`src/rtl/sobel_pkg.sv`:
```
// sobel_pkg: constants and types shared by the Sobel frame-buffer blocks.
//   IMG_WIDTH / IMG_HEIGHT : default frame geometry in pixels
//   PIX_W                  : pixel width, matches the frame-buffer BRAM word
//   FB_ADDR_W              : frame-buffer address width (2**FB_ADDR_W >= W*H)
//   reader_state_e         : frame_buffer_reader FSM encoding
package sobel_pkg;

  localparam int IMG_WIDTH  = 720;
  localparam int IMG_HEIGHT = 540;
  localparam int PIX_W      = 12;
  localparam int FB_ADDR_W  = 19;

  typedef enum logic [1:0] {
    ST_IDLE  = 2'd0,
    ST_RUN   = 2'd1,
    ST_DRAIN = 2'd2
  } reader_state_e;

endpackage

```
`src/rtl/raster_counter.sv`:
```
// raster_counter: x/y raster position plus a linear BRAM address that walks
// 0..W*H-1 and wraps back to 0 after the last pixel.
// Ports:
//   i_clk          : clock, all logic on posedge
//   i_srst         : synchronous active-high reset, zeroes the counters
//   i_clear        : synchronous clear back to pixel (0,0)
//   i_advance      : step to the next pixel in raster order
//   o_addr         : current linear address (x + y*W, kept as its own counter)
//   o_first_px     : current position is (0,0)
//   o_last_in_line : current x is W-1
//   o_last_px      : current position is (W-1,H-1)
module raster_counter #(
  parameter int IMG_WIDTH  = 720,
  parameter int IMG_HEIGHT = 540,
  parameter int ADDR_W     = 19
) (
  input  logic              i_clk,
  input  logic              i_srst,
  input  logic              i_clear,
  input  logic              i_advance,
  output logic [ADDR_W-1:0] o_addr,
  output logic              o_first_px,
  output logic              o_last_in_line,
  output logic              o_last_px
);

  localparam int XW = (IMG_WIDTH  > 1) ? $clog2(IMG_WIDTH)  : 1;
  localparam int YW = (IMG_HEIGHT > 1) ? $clog2(IMG_HEIGHT) : 1;

  localparam logic [XW-1:0]     X_LAST   = XW'(IMG_WIDTH - 1);
  localparam logic [YW-1:0]     Y_LAST   = YW'(IMG_HEIGHT - 1);
  localparam logic [XW-1:0]     X_ONE    = XW'(1);
  localparam logic [YW-1:0]     Y_ONE    = YW'(1);
  localparam logic [ADDR_W-1:0] ADDR_ONE = ADDR_W'(1);

  logic [XW-1:0]     r_x;
  logic [YW-1:0]     r_y;
  logic [ADDR_W-1:0] r_addr;

  logic w_last_in_line;
  logic w_last_px;

  assign w_last_in_line = (r_x == X_LAST);
  assign w_last_px      = w_last_in_line && (r_y == Y_LAST);

  assign o_addr         = r_addr;
  assign o_first_px     = (r_x == '0) && (r_y == '0);
  assign o_last_in_line = w_last_in_line;
  assign o_last_px      = w_last_px;

  // The address is a plain incrementer rather than x + y*W; it wraps to 0
  // on the last pixel so W*H itself is never presented to the BRAM.
  always_ff @(posedge i_clk) begin
    if (i_srst || i_clear) begin
      r_x    <= '0;
      r_y    <= '0;
      r_addr <= '0;
    end else if (i_advance) begin
      if (w_last_px) begin
        r_x    <= '0;
        r_y    <= '0;
        r_addr <= '0;
      end else if (w_last_in_line) begin
        r_x    <= '0;
        r_y    <= r_y + Y_ONE;
        r_addr <= r_addr + ADDR_ONE;
      end else begin
        r_x    <= r_x + X_ONE;
        r_addr <= r_addr + ADDR_ONE;
      end
    end
  end

endmodule

```
`src/rtl/frame_buffer_reader.sv`:
```
// frame_buffer_reader: raster-scan read side of the Sobel frame buffer.
// On a start pulse in IDLE it walks BRAM addresses 0..W*H-1, samples the
// BRAM's combinational read data and emits one valid/ready beat per pixel
// tagged with SOF/EOL/EOF.
// Ports:
//   clock      : clock, all logic on posedge
//   reset      : synchronous active-high reset, aborts any frame in flight
//   start      : one-cycle frame request, honoured only in IDLE
//   rd_addr    : BRAM read address
//   bram_dout  : BRAM combinational read data for rd_addr
//   out_valid  : output beat valid
//   out_ready  : downstream accepts the beat when out_valid && out_ready
//   out_data   : pixel
//   out_sof    : beat is pixel (0,0)
//   out_eol    : beat is the last pixel of a line
//   out_eof    : beat is the last pixel of the frame
//   busy       : high from start acceptance until the EOF beat is accepted
//   frame_done : one-cycle pulse in the cycle after EOF acceptance
// Configuration macro FB_READER_LOOP_EN: when defined, EOF acceptance
// re-enters RUN at address 0 so frames stream back-to-back after one start.
module frame_buffer_reader #(
  parameter int IMG_WIDTH       = sobel_pkg::IMG_WIDTH,
  parameter int IMG_HEIGHT      = sobel_pkg::IMG_HEIGHT,
  parameter int BRAM_DATA_WIDTH = sobel_pkg::PIX_W,
  parameter int BRAM_ADDR_WIDTH = sobel_pkg::FB_ADDR_W
) (
  input  logic                       clock,
  input  logic                       reset,
  input  logic                       start,
  output logic [BRAM_ADDR_WIDTH-1:0] rd_addr,
  input  logic [BRAM_DATA_WIDTH-1:0] bram_dout,
  output logic                       out_valid,
  input  logic                       out_ready,
  output logic [BRAM_DATA_WIDTH-1:0] out_data,
  output logic                       out_sof,
  output logic                       out_eol,
  output logic                       out_eof,
  output logic                       busy,
  output logic                       frame_done
);

  import sobel_pkg::*;

`ifdef FB_READER_LOOP_EN
  localparam bit LOOP_EN = 1'b1;
`else
  localparam bit LOOP_EN = 1'b0;
`endif

  reader_state_e r_state;

  logic w_accept;
  logic w_start_ok;
  logic w_load;
  logic w_first_px;
  logic w_last_in_line;
  logic w_last_px;

  assign w_accept   = out_valid && out_ready;
  assign w_start_ok = (r_state == ST_IDLE) && start;

  // In loop mode the EOF acceptance also loads pixel 0 of the next frame
  // (the address has already wrapped to 0), so there is no bubble between
  // frames.
  assign w_load = ((r_state == ST_RUN) && (!out_valid || out_ready)) ||
                  (LOOP_EN && (r_state == ST_DRAIN) && w_accept);

  raster_counter #(
    .IMG_WIDTH (IMG_WIDTH),
    .IMG_HEIGHT(IMG_HEIGHT),
    .ADDR_W    (BRAM_ADDR_WIDTH)
  ) u_raster (
    .i_clk         (clock),
    .i_srst        (reset),
    .i_clear       (w_start_ok),
    .i_advance     (w_load),
    .o_addr        (rd_addr),
    .o_first_px    (w_first_px),
    .o_last_in_line(w_last_in_line),
    .o_last_px     (w_last_px)
  );

  always_ff @(posedge clock) begin
    if (reset) begin
      r_state    <= ST_IDLE;
      out_valid  <= 1'b0;
      out_data   <= '0;
      out_sof    <= 1'b0;
      out_eol    <= 1'b0;
      out_eof    <= 1'b0;
      busy       <= 1'b0;
      frame_done <= 1'b0;
    end else begin
      frame_done <= 1'b0;

      // Output register: capture on load, otherwise hold until accepted.
      if (w_load) begin
        out_data  <= bram_dout;
        out_sof   <= w_first_px;
        out_eol   <= w_last_in_line;
        out_eof   <= w_last_px;
        out_valid <= 1'b1;
      end else if (w_accept) begin
        out_valid <= 1'b0;
      end

      case (r_state)
        ST_IDLE: begin
          if (start) begin
            r_state <= ST_RUN;
            busy    <= 1'b1;
          end
        end
        ST_RUN: begin
          if (w_load && w_last_px) begin
            r_state <= ST_DRAIN;
          end
        end
        ST_DRAIN: begin
          // The only beat that can be pending here is the EOF beat.
          if (w_accept) begin
            frame_done <= 1'b1;
            if (LOOP_EN) begin
              r_state <= w_last_px ? ST_DRAIN : ST_RUN;
            end else begin
              r_state <= ST_IDLE;
              busy    <= 1'b0;
            end
          end
        end
        default: begin
          r_state <= ST_IDLE;
          busy    <= 1'b0;
        end
      endcase
    end
  end

endmodule

```
`config.mk`:
```
export PLATFORM = sky130hd
export DESIGN_NAME = frame_buffer_reader
export DESIGN_NICKNAME = d
export VERILOG_FILES = /design/src/rtl/sobel_pkg.sv /design/src/rtl/raster_counter.sv /design/src/rtl/frame_buffer_reader.sv
export SDC_FILE = /design/constraint.sdc
export NUM_CORES = 1
export LEC_CHECK = 0
export CORE_MARGIN = 8
export CORE_UTILIZATION = 45
export CTS_BUF_LIST = sky130_fd_sc_hd__clkbuf_4 sky130_fd_sc_hd__clkbuf_8
export DETAILED_ROUTE_END_ITERATION = 8
export GPL_TIMING_DRIVEN = 0
export PLACE_DENSITY_LB_ADDON = 0.25
export RECOVER_POWER = 100
export SLEW_MARGIN = 20
export SYNTH_ARGS = -nofsm -noshare
export SYNTH_HDL_FRONTEND = slang
export SYNTH_SLANG_ARGS = --single-unit
```
`constraint.sdc`:
```
create_clock -name clock -period 3 [get_ports clock]
set_input_delay 0.45 -clock clock [delete_from_list [all_inputs] [get_ports clock]]
set_output_delay 0.45 -clock clock [all_outputs]
set_load 0.02 [all_outputs]
```
### Word level (Yosys, flattened, before mapping)

Cells that the tools add are included.
Widths: inputs -> output; s select.

| operators by class | value |
|---|---|
| add/subtract/negate cells | 3 |
| multiply operators | 0 |
| div/mod/pow operators | 0 |
| $lt $le $gt $ge | 0 |
| eq/ne operators | 7 |
| shift operators | 0 |
| muxes and demuxes | 14 |
| bitwise gates (word level) | 2 |
| reductions and logical operators | 18 |

Operators by type and width:

| kind | count |
|---|---|
| $mux 10 | 4 |
| $add 10x1->10 const B | 2 |
| $eq 10x10->1 const B | 2 |
| $logic_not 10->1 | 2 |
| $add 19x1->19 const B | 1 |
| $mux 19 | 1 |
| $logic_and 1x1->1 | 6 |
| $mux 2 | 3 |
| $pmux 2 s3 | 1 |
| $reduce_and 3->1 | 2 |
| $mux 1 | 4 |
| $ne 2x2->1 const B | 2 |
| $reduce_bool 2->1 | 2 |
| $pmux 1 s3 | 1 |
| $eq 2x1->1 const B | 1 |
| $eq 2x2->1 const B | 1 |
| $logic_not 2->1 | 1 |
| $logic_or 1x1->1 | 2 |
| $ne 2x1->1 const B | 1 |
| $not 1->1 | 2 |
| $reduce_and 2->1 | 1 |
| $reduce_or 2->1 | 1 |
| $logic_not 1->1 | 1 |

| storage, ports and cells | value |
|---|---|
| register bits | 59 |
| latch bits | 0 |
| memory bits (writable) | 0 |
| bits in read-only memories | 0 |
| word-level logic and storage cells | 55 |
| memories | 0 |

### Logic depth before layout (Yosys ltp)

| logic depth | value |
|---|---|
| depth after elaboration | 6 |
| gate-level depth with buffers | 7 |
| gate-level depth less buffers | 6 |

### By module

Synthesis repeated with hierarchy kept, for this count alone.

| unflattened totals | value |
|---|---|
| cells, all modules | 312 |
| area total of the unflattened synthesis | 2750.1 um2 |

Modules (own cells, without submodules):

| module | instances | cells an instance | area each (um2) | sequential area each (um2) |
|---|---|---|---|---|
| raster_counter | 1 | 222 | 1933.1 | 780.7 |
| frame_buffer_reader | 1 | 90 | 817.0 | 400.4 |

### Worst setup path before layout

No wires, ideal clock.

| timing | value |
|---|---|
| kind | register to register |
| start point | register u_raster.r_y[5] |
| end point | register u_raster.r_addr[0] (netlist: u_raster.o_addr[0]) |
| setup time | 115 ps |
| arrival time | 1673 ps |
| setup slack | 1212 ps |
| stages on the path, launching flop included | 7 |
| clock period less this slack | 1788 ps |
| cell sequence | dfxtp_1 > or4_4 > or3_4 > nand3b_4 > nand2_4 > buf_6 > nor2_1 |

| between the ends | value |
|---|---|
| cells in the longest elaborated chain, start to end | 3 |

RTL lines:

| item | RTL line | text |
|---|---|---|
| start, declared | raster_counter.sv:37 | `logic [YW-1:0] r_y;` |
| start signal, assigned | raster_counter.sv:65 | `r_y <= r_y + Y_ONE;` |
| $eq 10x10->1 | raster_counter.sv:44 | `assign w_last_px = w_last_in_line && (r_y == Y_LAST);` |
| $logic_and 1x1->1 | raster_counter.sv:44 |  |
| $mux 19 | raster_counter.sv:59 | `if (w_last_px) begin` |
| end signal, assigned | raster_counter.sv:66 | `r_addr <= r_addr + ADDR_ONE;` |
| end signal, assigned | raster_counter.sv:69 | `r_addr <= r_addr + ADDR_ONE;` |
| end, declared | raster_counter.sv:38 | `logic [ADDR_W-1:0] r_addr;` |

Every way passes these cells.
A chain may end at the register's enable or synchronous reset.

### Worst setup path in the final report

| timing | value |
|---|---|
| start point | register u_raster.r_y[5] |
| end point | register u_raster.r_y[9] |

| between the ends | value |
|---|---|
| cells in the longest elaborated chain, start to end | 4 |

RTL lines:

| item |
|---|
| parallel branches: the longest is 4 deep, another holds $add 10x1->10 |

Several ways; the timed one is not identified. The select of a mux whose other input is x is not followed.

==> flow_summary.json <==
{
  "h-tree-depth": 3,
  "tightest_slew_ps": 710,
  "die_h_um": 91.6,
  "tritoncts": "done",
  "worstPathRequired_ps": 3230,
  "initial_core_util_pct": 46.6,
  "wl_per_cell_um": 13.4,
  "synth_edf_count": 0,
  "drv_cap": 0,
  "endpoint": "u_raster.r_y[9]",
  "clk_pin_slew_ps": 60,
  "worstPathArrival_ps": 2480,
  "synth_fp_nets": 320,
  "cpLargestDelayFamily": "simple AND/OR/NAND/NOR gates",
  "final_hold_viol_count": 0,
  "reg2reg_from": "u_raster.r_y[5]",
  "worstHoldPathType": "reg2reg",
  "slew-limit-headroom_pct": 52.3,
  "cts-root-buf": "clkbuf_8",
  "synth_flop_cell": "dfxtp_1",
  "setup_viol": 0,
  "cts_resized": 0,
  "status": "complete, no violations",
  "fin_crit_sh_pct": 75.3,
  "path_max_fanout": 10,
  "dr.pass1.iters": 4,
  "clock.fmax_mhz": 443,
  "clk_latency_ps": 340,
  "fin_crit_ps": 2260,
  "end_kind": "flop",
  "n_fill_cell": 494,
  "wirelength_um": 5880,
  "ys_warn_count": 0,
  "whs_ps": 451,
  "seq_area_sq_um": 1180,
  "synth-seq-cells": 59,
  "slowest_stage": "or4_1",
  "route.detailed.drc": 0,
  "ctsHoldBuffers": 0,
  "drtAntennaViolNets": 0,
  "r2r_cells": 6,
  "antennaDiodeCount": 0,
  "drive_gt1_share_pct": 5.99,
  "vias_per_cell": 5.06,
  "crit_buf_inv": 1,
  "grt_use_total_pct": 14.9,
  "r2r_slack_ps": 740,
  "dp_slack_ps": 682,
  "cp_num_cells": 6,
  "critPathLaunchType": "flop",
  "portBuffers": 52,
  "synthCells": 299,
  "yosys-top-cells-area": "dfxtp_1, xor2_1, nor2_1",
  "critPathLaunch": "u_raster.r_y[5]",
  "yosysUniqueCellTypes": 32,
  "synthTopCellsByCount": "dfxtp_1, nor2_1, nand2_1",
  "die_area_sq_um": 8380,
  "avgSynthCellArea_sq_um": 8.59,
  "multi_input_area_sq_um": 1280,
  "die_w_um": 91.6,
  "row_count": 27,
  "utilization_pct": 61.6,
  "rsz0062_at_grt": "false",
  "setup_tns_ps": 0,
  "slowest_delay_ps": 560,
  "postCtsSetupBuffers": 0,
  "synth_area_sq_um": 2570,
  "grt_pass1_vias": 2205,
  "grt_start_max_net_pins": 11,
  "place.gp.congestion": 0.827,
  "path_cells": "or4_1 > or3_1 > nand3b_1 > nand2_1 > buf_6 > nor2_1",
  "ios": 53,
  "yosysSeqAreaShare_pct": 46.0,
  "drv_slew": 0,
  "core-area_sq_um": 5510,
  "synthArstFlopShare_pct": 0,
  "postLayoutSetupSlackWorst_ps": 742,
  "grt-ovfl-total": 0,
  "yosysMostFrequentCell": "dfxtp_1",
  "antenna_found_initial": 0,
  "clock-sinks": 59,
  "peakVddDrop_uv": 463,
  "p_leak_nw": 1.36,
  "nNetsFinal": 383,
  "reg2reg_to": "u_raster.r_y[9]",
  "fin_worst_skew_ps": 11.5,
  "netlist.top_cell.by_area": "dfxtp_1",
  "hpwl_um": 4300,
  "cts_made_buffers": 9,
  "syn_to_final_growth_pct": 32.1,
  "cts_max_path_buffers": 2,
  "drt-initial-drc-count": 67,
  "synth_top_cell_area_share_pct": 46.0,
  "grt_first_pass_wirelength_um": 10200,
  "crit_type": "reg2reg",
  "power_density_nw_per_um2": 538,
  "via_count": 2221,
  "power_mw": 1.83
}
[logic make-up (layout without fill, tap and decap cells)]
logic type / Yosys count / count (layout) / synth area share [%]
simple gates: 160 / 160 / 31.5
flops: 59 / 59 / 46.0
xor+xnor: 36 / 36 / 12.3
compound gates: 23 / 23 / 4.82
buf+inv: 16 / 84 / 3.02
fa+ha+maj: 5 / 5 / 2.44
[power by group]
part / switching (mW) / internal [mW]
Clock: 0.305 / 0.581
Combinational: 0.0746 / 0.0571
Sequential: 0.0108 / 0.800
[layout make-up]
cell class,instances,area share (%)
Tap cell,72,2.65
Inverter,5,0.553
Timing Repair Buffer,52,15.3
Clock buffer,11,4.28
Sequential cell,59,34.8
Clock inverter,5,2.95
Multi-Input combinational cell,224,37.7
Buffer,11,1.70
[stage by stage]
stage / instances / instance area (sq um)
after detailed placement: 423 / 3180
final: 439 / 3390
after floorplan: 299 / 2570
after global placement: 423 / 3180
after global routing: 439 / 3390
after CTS: 439 / 3420
[tightest hold or removal path, cell delays in order (launching register included)]
cell and delay [ps]:
dfxtp_1 300, nand2_1 50, a21oi_1 50
[how the worst min path moves through the flow]
stage	end	depth (start not counted)	start	slack, ps
3_5_place_dp	out_data[6]	2	out_data[6]	450
4_1_cts	out_data[3]	2	out_data[3]	460
6_report	out_data[1]	2	out_data[1]	450
5_1_grt	out_data[3]	2	out_data[3]	480
2_1_floorplan	u_raster.r_x[1]	2	u_raster.r_x[1]	470
3_3_place_gp	out_data[4]	2	out_data[4]	440
[per-layer routing]
metal	wire [um]	global-route usage (%)	share of wire, %
met1	2640	17.3	45
met2	2720	22.9	46
met3	353	4.69	6.0
met4	165	10.2	2.8
met5	0	0	0
[registers in the layout, indices dropped and copies added (netlist names)]
signal	count
u_raster.o_addr	19
u_raster.r_y	10
out_eof	1
frame_done	1
out_valid	1
r_state	2
busy	1
u_raster.r_x	10
out_data	12
out_eol	1
out_sof	1
[layout by cell type (no fill, tap or decap), drive strengths merged]
cell,instances
nor2,45
a2bb2oi,1
or2,1
and3,8
nor3,8
or3,2
nand2b,3
nand2,45
clkbuf,18
xnor2,10
ha,5
nor2b,1
nand3b,2
and2,3
a21oi,21
nor4,3
or4,1
dlygate4sd3,39
o211a,1
clkinv,2
dfxtp,59
bufinv,3
inv,5
and4,6
buf,4
nand4,15
xor2,26
nand3,17
clkdlybuf4s50,13
(Power assumes the default switching activity.)
